**src/rtl/aes_bus_rx.sv**
```systemverilog
// aes_bus_rx: byte-bus ingress stage for the AES core.
// Assembles key/text blocks, holds the address and encdec registers,
// and acks each completed frame with the sender's source_id.
// Optional frame-idle timeout: define AES_RX_TIMEOUT_EN.
module aes_bus_rx #(
    parameter int unsigned BLOCK_BYTES    = 16,
    parameter int unsigned ADDR_BYTES     = 3,
    parameter logic [1:0]  MY_ID          = 2'b01,
    parameter int unsigned TIMEOUT_CYCLES = 255
) (
    input  logic                      clk,
    input  logic                      rst,
    input  logic [7:0]                data_in,
    input  logic                      valid_in,
    output logic                      ready_in,
    input  logic [1:0]                opcode,
    input  logic [1:0]                source_id,
    input  logic [1:0]                dest_id,
    output logic [8*BLOCK_BYTES-1:0]  blk_data,
    output logic                      blk_is_key,
    output logic                      blk_valid,
    input  logic                      blk_ready,
    output logic [8*ADDR_BYTES-1:0]   addr_o,
    output logic                      encdec_o,
    output logic                      start_pulse,
    output logic                      ack_valid,
    input  logic                      ack_ready,
    output logic [1:0]                module_source_id,
    output logic                      busy,
    output logic                      timeout_err
);

    localparam int unsigned BW = 8 * BLOCK_BYTES;
    localparam int unsigned AW = 8 * ADDR_BYTES;
    localparam int unsigned CW = $clog2(BLOCK_BYTES);

    typedef enum logic [2:0] {
        S_IDLE,
        S_RECV,
        S_DROP,
        S_HANDOFF,
        S_ACK
    } state_e;

    state_e          state_q, state_d;
    logic [CW-1:0]   cnt_q, cnt_d;
    logic [1:0]      op_q, op_d;
    logic [1:0]      src_q, src_d;
    logic [BW-1:0]   shift_q, shift_d;
    logic [BW-1:0]   blk_data_q, blk_data_d;
    logic            is_key_q, is_key_d;
    logic [AW-1:0]   addr_q, addr_d;
    logic            encdec_q, encdec_d;
    logic            start_q, start_d;
    logic [1:0]      msid_q, msid_d;

    logic            accept;
    logic            done;
    logic [1:0]      done_op;
    logic [1:0]      done_src;

`ifdef AES_RX_TIMEOUT_EN
    localparam int unsigned TW = $clog2(TIMEOUT_CYCLES + 1);
    logic [TW-1:0]   idle_q, idle_d;
    logic            terr_q, terr_d;
`endif

    // Index of the last byte of a frame with the given opcode.
    function automatic logic [CW-1:0] last_idx(input logic [1:0] op);
        case (op)
            2'b00, 2'b01: return CW'(BLOCK_BYTES - 1);
            2'b10:        return CW'(ADDR_BYTES - 1);
            default:      return '0;
        endcase
    endfunction

    assign ready_in = (state_q == S_IDLE) || (state_q == S_RECV) || (state_q == S_DROP);
    assign accept   = valid_in && ready_in;

    // Next-state, assembly and register-update logic.
    always_comb begin
        state_d    = state_q;
        cnt_d      = cnt_q;
        op_d       = op_q;
        src_d      = src_q;
        shift_d    = shift_q;
        blk_data_d = blk_data_q;
        is_key_d   = is_key_q;
        addr_d     = addr_q;
        encdec_d   = encdec_q;
        start_d    = 1'b0;
        msid_d     = msid_q;
        done       = 1'b0;
        done_op    = op_q;
        done_src   = src_q;
`ifdef AES_RX_TIMEOUT_EN
        idle_d     = '0;
        terr_d     = terr_q;
`endif

        case (state_q)
            S_IDLE: begin
                if (accept) begin
                    op_d     = opcode;
                    src_d    = source_id;
                    done_op  = opcode;
                    done_src = source_id;
                    if (dest_id == MY_ID) begin
                        shift_d = {{(BW-8){1'b0}}, data_in};
                        if (last_idx(opcode) == '0) begin
                            done = 1'b1;
                        end else begin
                            state_d = S_RECV;
                            cnt_d   = CW'(1);
                        end
                    end else if (last_idx(opcode) != '0) begin
                        // a foreign 1-byte frame is already fully consumed
                        state_d = S_DROP;
                        cnt_d   = CW'(1);
                    end
                end
            end
            S_RECV: begin
                if (accept) begin
                    shift_d = {shift_q[BW-9:0], data_in};
                    if (cnt_q == last_idx(op_q)) begin
                        done = 1'b1;
                    end else begin
                        cnt_d = cnt_q + 1'b1;
                    end
                end
            end
            S_DROP: begin
                if (accept) begin
                    if (cnt_q == last_idx(op_q)) begin
                        state_d = S_IDLE;
                        cnt_d   = '0;
                    end else begin
                        cnt_d = cnt_q + 1'b1;
                    end
                end
            end
            S_HANDOFF: begin
                if (blk_ready) begin
                    state_d = S_ACK;
                    msid_d  = src_q;
                end
            end
            S_ACK: begin
                if (ack_ready) begin
                    state_d = S_IDLE;
                end
            end
            default: begin
                state_d = S_IDLE;
            end
        endcase

        // Frame completion, shared by the IDLE (1-byte) and RECV paths.
        if (done) begin
            cnt_d = '0;
            case (done_op)
                2'b00, 2'b01: begin
                    state_d    = S_HANDOFF;
                    blk_data_d = shift_d;
                    is_key_d   = (done_op == 2'b00);
                end
                2'b10: begin
                    state_d = S_ACK;
                    addr_d  = shift_d[AW-1:0];
                    msid_d  = done_src;
                end
                default: begin
                    state_d  = S_ACK;
                    encdec_d = data_in[0];
                    start_d  = data_in[1];
                    msid_d   = done_src;
                end
            endcase
        end

`ifdef AES_RX_TIMEOUT_EN
        if (((state_q == S_RECV) || (state_q == S_DROP)) && !accept) begin
            if (idle_q == TW'(TIMEOUT_CYCLES - 1)) begin
                state_d = S_IDLE;
                cnt_d   = '0;
                terr_d  = 1'b1;
            end else begin
                idle_d = idle_q + 1'b1;
            end
        end
`endif
    end

    // State and register storage with synchronous reset.
    always_ff @(posedge clk) begin
        if (rst) begin
            state_q    <= S_IDLE;
            cnt_q      <= '0;
            op_q       <= '0;
            src_q      <= '0;
            shift_q    <= '0;
            blk_data_q <= '0;
            is_key_q   <= 1'b0;
            addr_q     <= '0;
            encdec_q   <= 1'b0;
            start_q    <= 1'b0;
            msid_q     <= '0;
`ifdef AES_RX_TIMEOUT_EN
            idle_q     <= '0;
            terr_q     <= 1'b0;
`endif
        end else begin
            state_q    <= state_d;
            cnt_q      <= cnt_d;
            op_q       <= op_d;
            src_q      <= src_d;
            shift_q    <= shift_d;
            blk_data_q <= blk_data_d;
            is_key_q   <= is_key_d;
            addr_q     <= addr_d;
            encdec_q   <= encdec_d;
            start_q    <= start_d;
            msid_q     <= msid_d;
`ifdef AES_RX_TIMEOUT_EN
            idle_q     <= idle_d;
            terr_q     <= terr_d;
`endif
        end
    end

    assign blk_data         = blk_data_q;
    assign blk_is_key       = is_key_q;
    assign blk_valid        = (state_q == S_HANDOFF);
    assign addr_o           = addr_q;
    assign encdec_o         = encdec_q;
    assign start_pulse      = start_q;
    assign ack_valid        = (state_q == S_ACK);
    assign module_source_id = msid_q;
    assign busy             = (state_q != S_IDLE);
`ifdef AES_RX_TIMEOUT_EN
    assign timeout_err      = terr_q;
`else
    assign timeout_err      = 1'b0;
`endif

endmodule

```
**config.mk**
```make
export PLATFORM = sky130hd
export DESIGN_NAME = aes_bus_rx
export DESIGN_NICKNAME = d
export VERILOG_FILES = /design/src/rtl/aes_bus_rx.sv
export SDC_FILE = /design/constraint.sdc
export NUM_CORES = 1
export LEC_CHECK = 0
export ABC_AREA = 1
export CAP_MARGIN = 15
export CORE_MARGIN = 3
export CORE_UTILIZATION = 55
export CTS_CLUSTER_DIAMETER = 120
export CTS_CLUSTER_SIZE = 40
export DETAILED_ROUTE_END_ITERATION = 12
export PLACE_DENSITY = 0.78
export SLEW_MARGIN = 10
export SYNTH_ARGS = -nofsm -noshare
export SYNTH_HDL_FRONTEND = slang
export SYNTH_SLANG_ARGS = --single-unit
```
**constraint.sdc**
```tcl
create_clock -name clk -period 5.2 [get_ports clk]
set_input_delay 1.04 -clock clk [delete_from_list [all_inputs] [get_ports clk]]
set_output_delay 1.04 -clock clk [all_outputs]
set_load 0.01 [all_outputs]
```
==> results.cfg <==
[sta]
fin_crit_sh_pct = 70.2
tightestPinTransition_ns = 0.786
setup_tns_ns = 0
setup-violations-final = 0
rsz0062_at_grt = false
slew_headroom_pct = 47.6
slew_viol_final = 0
hold_viol_final = 0
fin_skew_ns = 0.0199
period_needed_ns = 3.65
holdWs_ns = 0.468
fmax_mhz = 274

[place]
dp_cells = 2045
routabilityCongestion = 0.840
io_buffers = 179
placed_area_um2 = 14000
hpwlAfterDp_um = 19400

[logic_synthesis]
ys_seq_area_share_pct = 48.0
syn_avg_cell_area_um2 = 7.29
synth_area_um2 = 12300
yosys_warnings = 0
syn-instance-count = 1694
synth_flop_cell = dfxtp_1
synth_edf_count = 0
ys_types = 36
yosys_register_bits = 296
async_reset_ff_share_pct = 0
synth.net_count = 1714

[outcome]
outcome = finished clean

[detailed_routing]
drtIter0Drc = 864
routed_wl_um = 30200
drcViolationCount = 0
via_per_inst = 5.38
dr.pass1.iters = 6
vias = 11100
wl_per_cell_um = 14.7
postRouteAntennaNets = 0

[global_route]
grt_pass1_vias = 10100
grt_max_degree = 169
grt_pass1_wl_um = 49600
gr-usage-all-layers_pct = 24.0
grt_overflow = 0
antenna_found_initial = 0

[flow_run]
maxCapViolCount = 0

[pwr]
power_frac_comb_pct = 31.4
switching_share_pct = 37.7
p_switching_mw = 1.98
p_per_area_nw_per_um2 = 367
total_power_mw = 5.26
seqPwrFrac_pct = 47.8
clock_power_share_pct = 20.8
intPower_mw = 3.28
irDropWorstVdd_uv = 222
leakagePower_nw = 5.42

[critical_path]
end_kind = flop
arrival_ns = 4.07
worstSetupPathType = in2reg
required_ns = 5.63
startpoint_type = input port
cp_max_fo = 168

[floorplanning]
ios = 181
start_util_pct = 56.2
die-area_um2 = 24300
core_um2 = 22000
die_x_um = 156
std_cell_rows = 54
die_y_um = 156

[clock_network]
cts.clk_slew.worst_paths_ns = 0.14
cts_setup_buffers = 0
cts-htree-levels = 1
cts_resized = 0
clock-sinks = 296
cts_tree = yes
clk_latency_ns = 0.49
clockRootBuffer = clkbuf_16
numCtsBuffers = 11
holdBufCountCts = 0
cts_buffer_depth = 3

[layout]
finalNonFillerCells = 2059
drive_gt1_share_pct = 2.87
fin_nets = 1799
n_antenna_cell = 0
final_cell_mix = 298 x nand2_1, 296 x dfxtp_1, 236 x inv_1
mostFrequentLayoutCell = nand2_1
area_delta_synth_final_pct = 16.1
finalInstanceArea_um2 = 14300

[worst_hold_path]
worst_hold_path_type = reg2reg
==> power by group through the flow <==
stage | logic (mW) | clock network [mW] | registers [mW]
floorplan | 1.23 | 0 | 2.55
global placement | 1.61 | 0 | 2.56
detailed placement | 1.64 | 0 | 2.56
CTS | 1.65 | 1.12 | 2.51
global route | 1.90 | 1.18 | 2.53
finish | 1.65 | 1.09 | 2.51
==> area by class of cell <==
cell class / count / area, um^2
clock buffer: 11 / 275
clock inverter: 2 / 28.8
fill: 1924 / 7620
inverter: 244 / 916
multi-input combinational: 1034 / 4930
sequential: 296 / 5930
tap: 280 / 350
timing repair buffer: 192 / 1910
==> synth_stat cells (13+ instances only) <==
| master | n | area share, % |
|---|---|---|
| buf_2 | 27 | 1.1 |
| nand2_1 | 300 | 9.1 |
| nand3_1 | 22 | 0.89 |
| nor2_1 | 164 | 5.0 |
| o22ai_1 | 13 | 0.66 |
| o21ai_1 | 34 | 1.4 |
| o211ai_1 | 70 | 4.3 |
| o21ai_0 | 181 | 7.3 |
| a21oi_1 | 204 | 8.3 |
| clkbuf_1 | 75 | 2.3 |
| inv_1 | 237 | 7.2 |
| dfxtp_1 | 296 | 48 |
==> kinds of logic after synthesis <==
logic type	share of synthesized area, %
and+or+nand+nor	16.8
other	0.0304
adders and majority gates	0.101
buffers and inverters	12.2
DFF	48.0
xor gates and xnor gates	0.142
muxes	0.253
AOI/OAI and AO/OA	22.5
==> sequential cells by signal (all words and copies together), names as in the netlist <==
| signal | flops |
|---|---|
| addr_o | 24 |
| blk_data | 128 |
| blk_is_key | 1 |
| cnt_q | 4 |
| encdec_o | 1 |
| module_source_id | 2 |
| op_q | 2 |
| shift_q | 128 |
| src_q | 2 |
| start_pulse | 1 |
| state_q | 3 |
==> worst paths after layout <==
path	from	endpoint	slack [ns]	cells past startpoint
setup / recovery	valid_in	blk_data[35]$_SDFFE_PP0P_	1.55	8
setup reg to reg	state_q[1]$_SDFFE_PP0P_	blk_data[35]$_SDFFE_PP0P_	1.76	10
hold reg to reg	addr_o[15]$_SDFFE_PP0P_	addr_o[15]$_SDFFE_PP0P_	0.47	2
hold / removal	addr_o[15]$_SDFFE_PP0P_	addr_o[15]$_SDFFE_PP0P_	0.47	2
==> worst max-delay path, stage by stage <==
cell and delay, ns:
buf_2 0.55, nand2_4 0.55, inv_2 0.23, nand3_4 0.13, nor2_4 0.49, buf_12 0.47
o21ai_0 0.18, a21oi_1 0.16
==> through the flow <==
stage | setup slack (ns) | utilization, %
finish | 1.55 | 65.3
global route | 1.33 | 65.3
CTS | 1.61 | 65.2
detailed placement | 1.08 | 63.8
global placement | 1.19 | 63.8
floorplan | 2.82 | -
==> metal layers <==
layer / part of all wire (%) / track usage, % / vias up
li1: - / - / 5602
met1: 45 / 34.1 / 5101
met2: 47 / 40.3 / 349
met3: 6.3 / 2.61 / 29
met4: 1.3 / 4.37 / 0
met5: 0 / 0 / -
(Power assumes the default switching activity.)
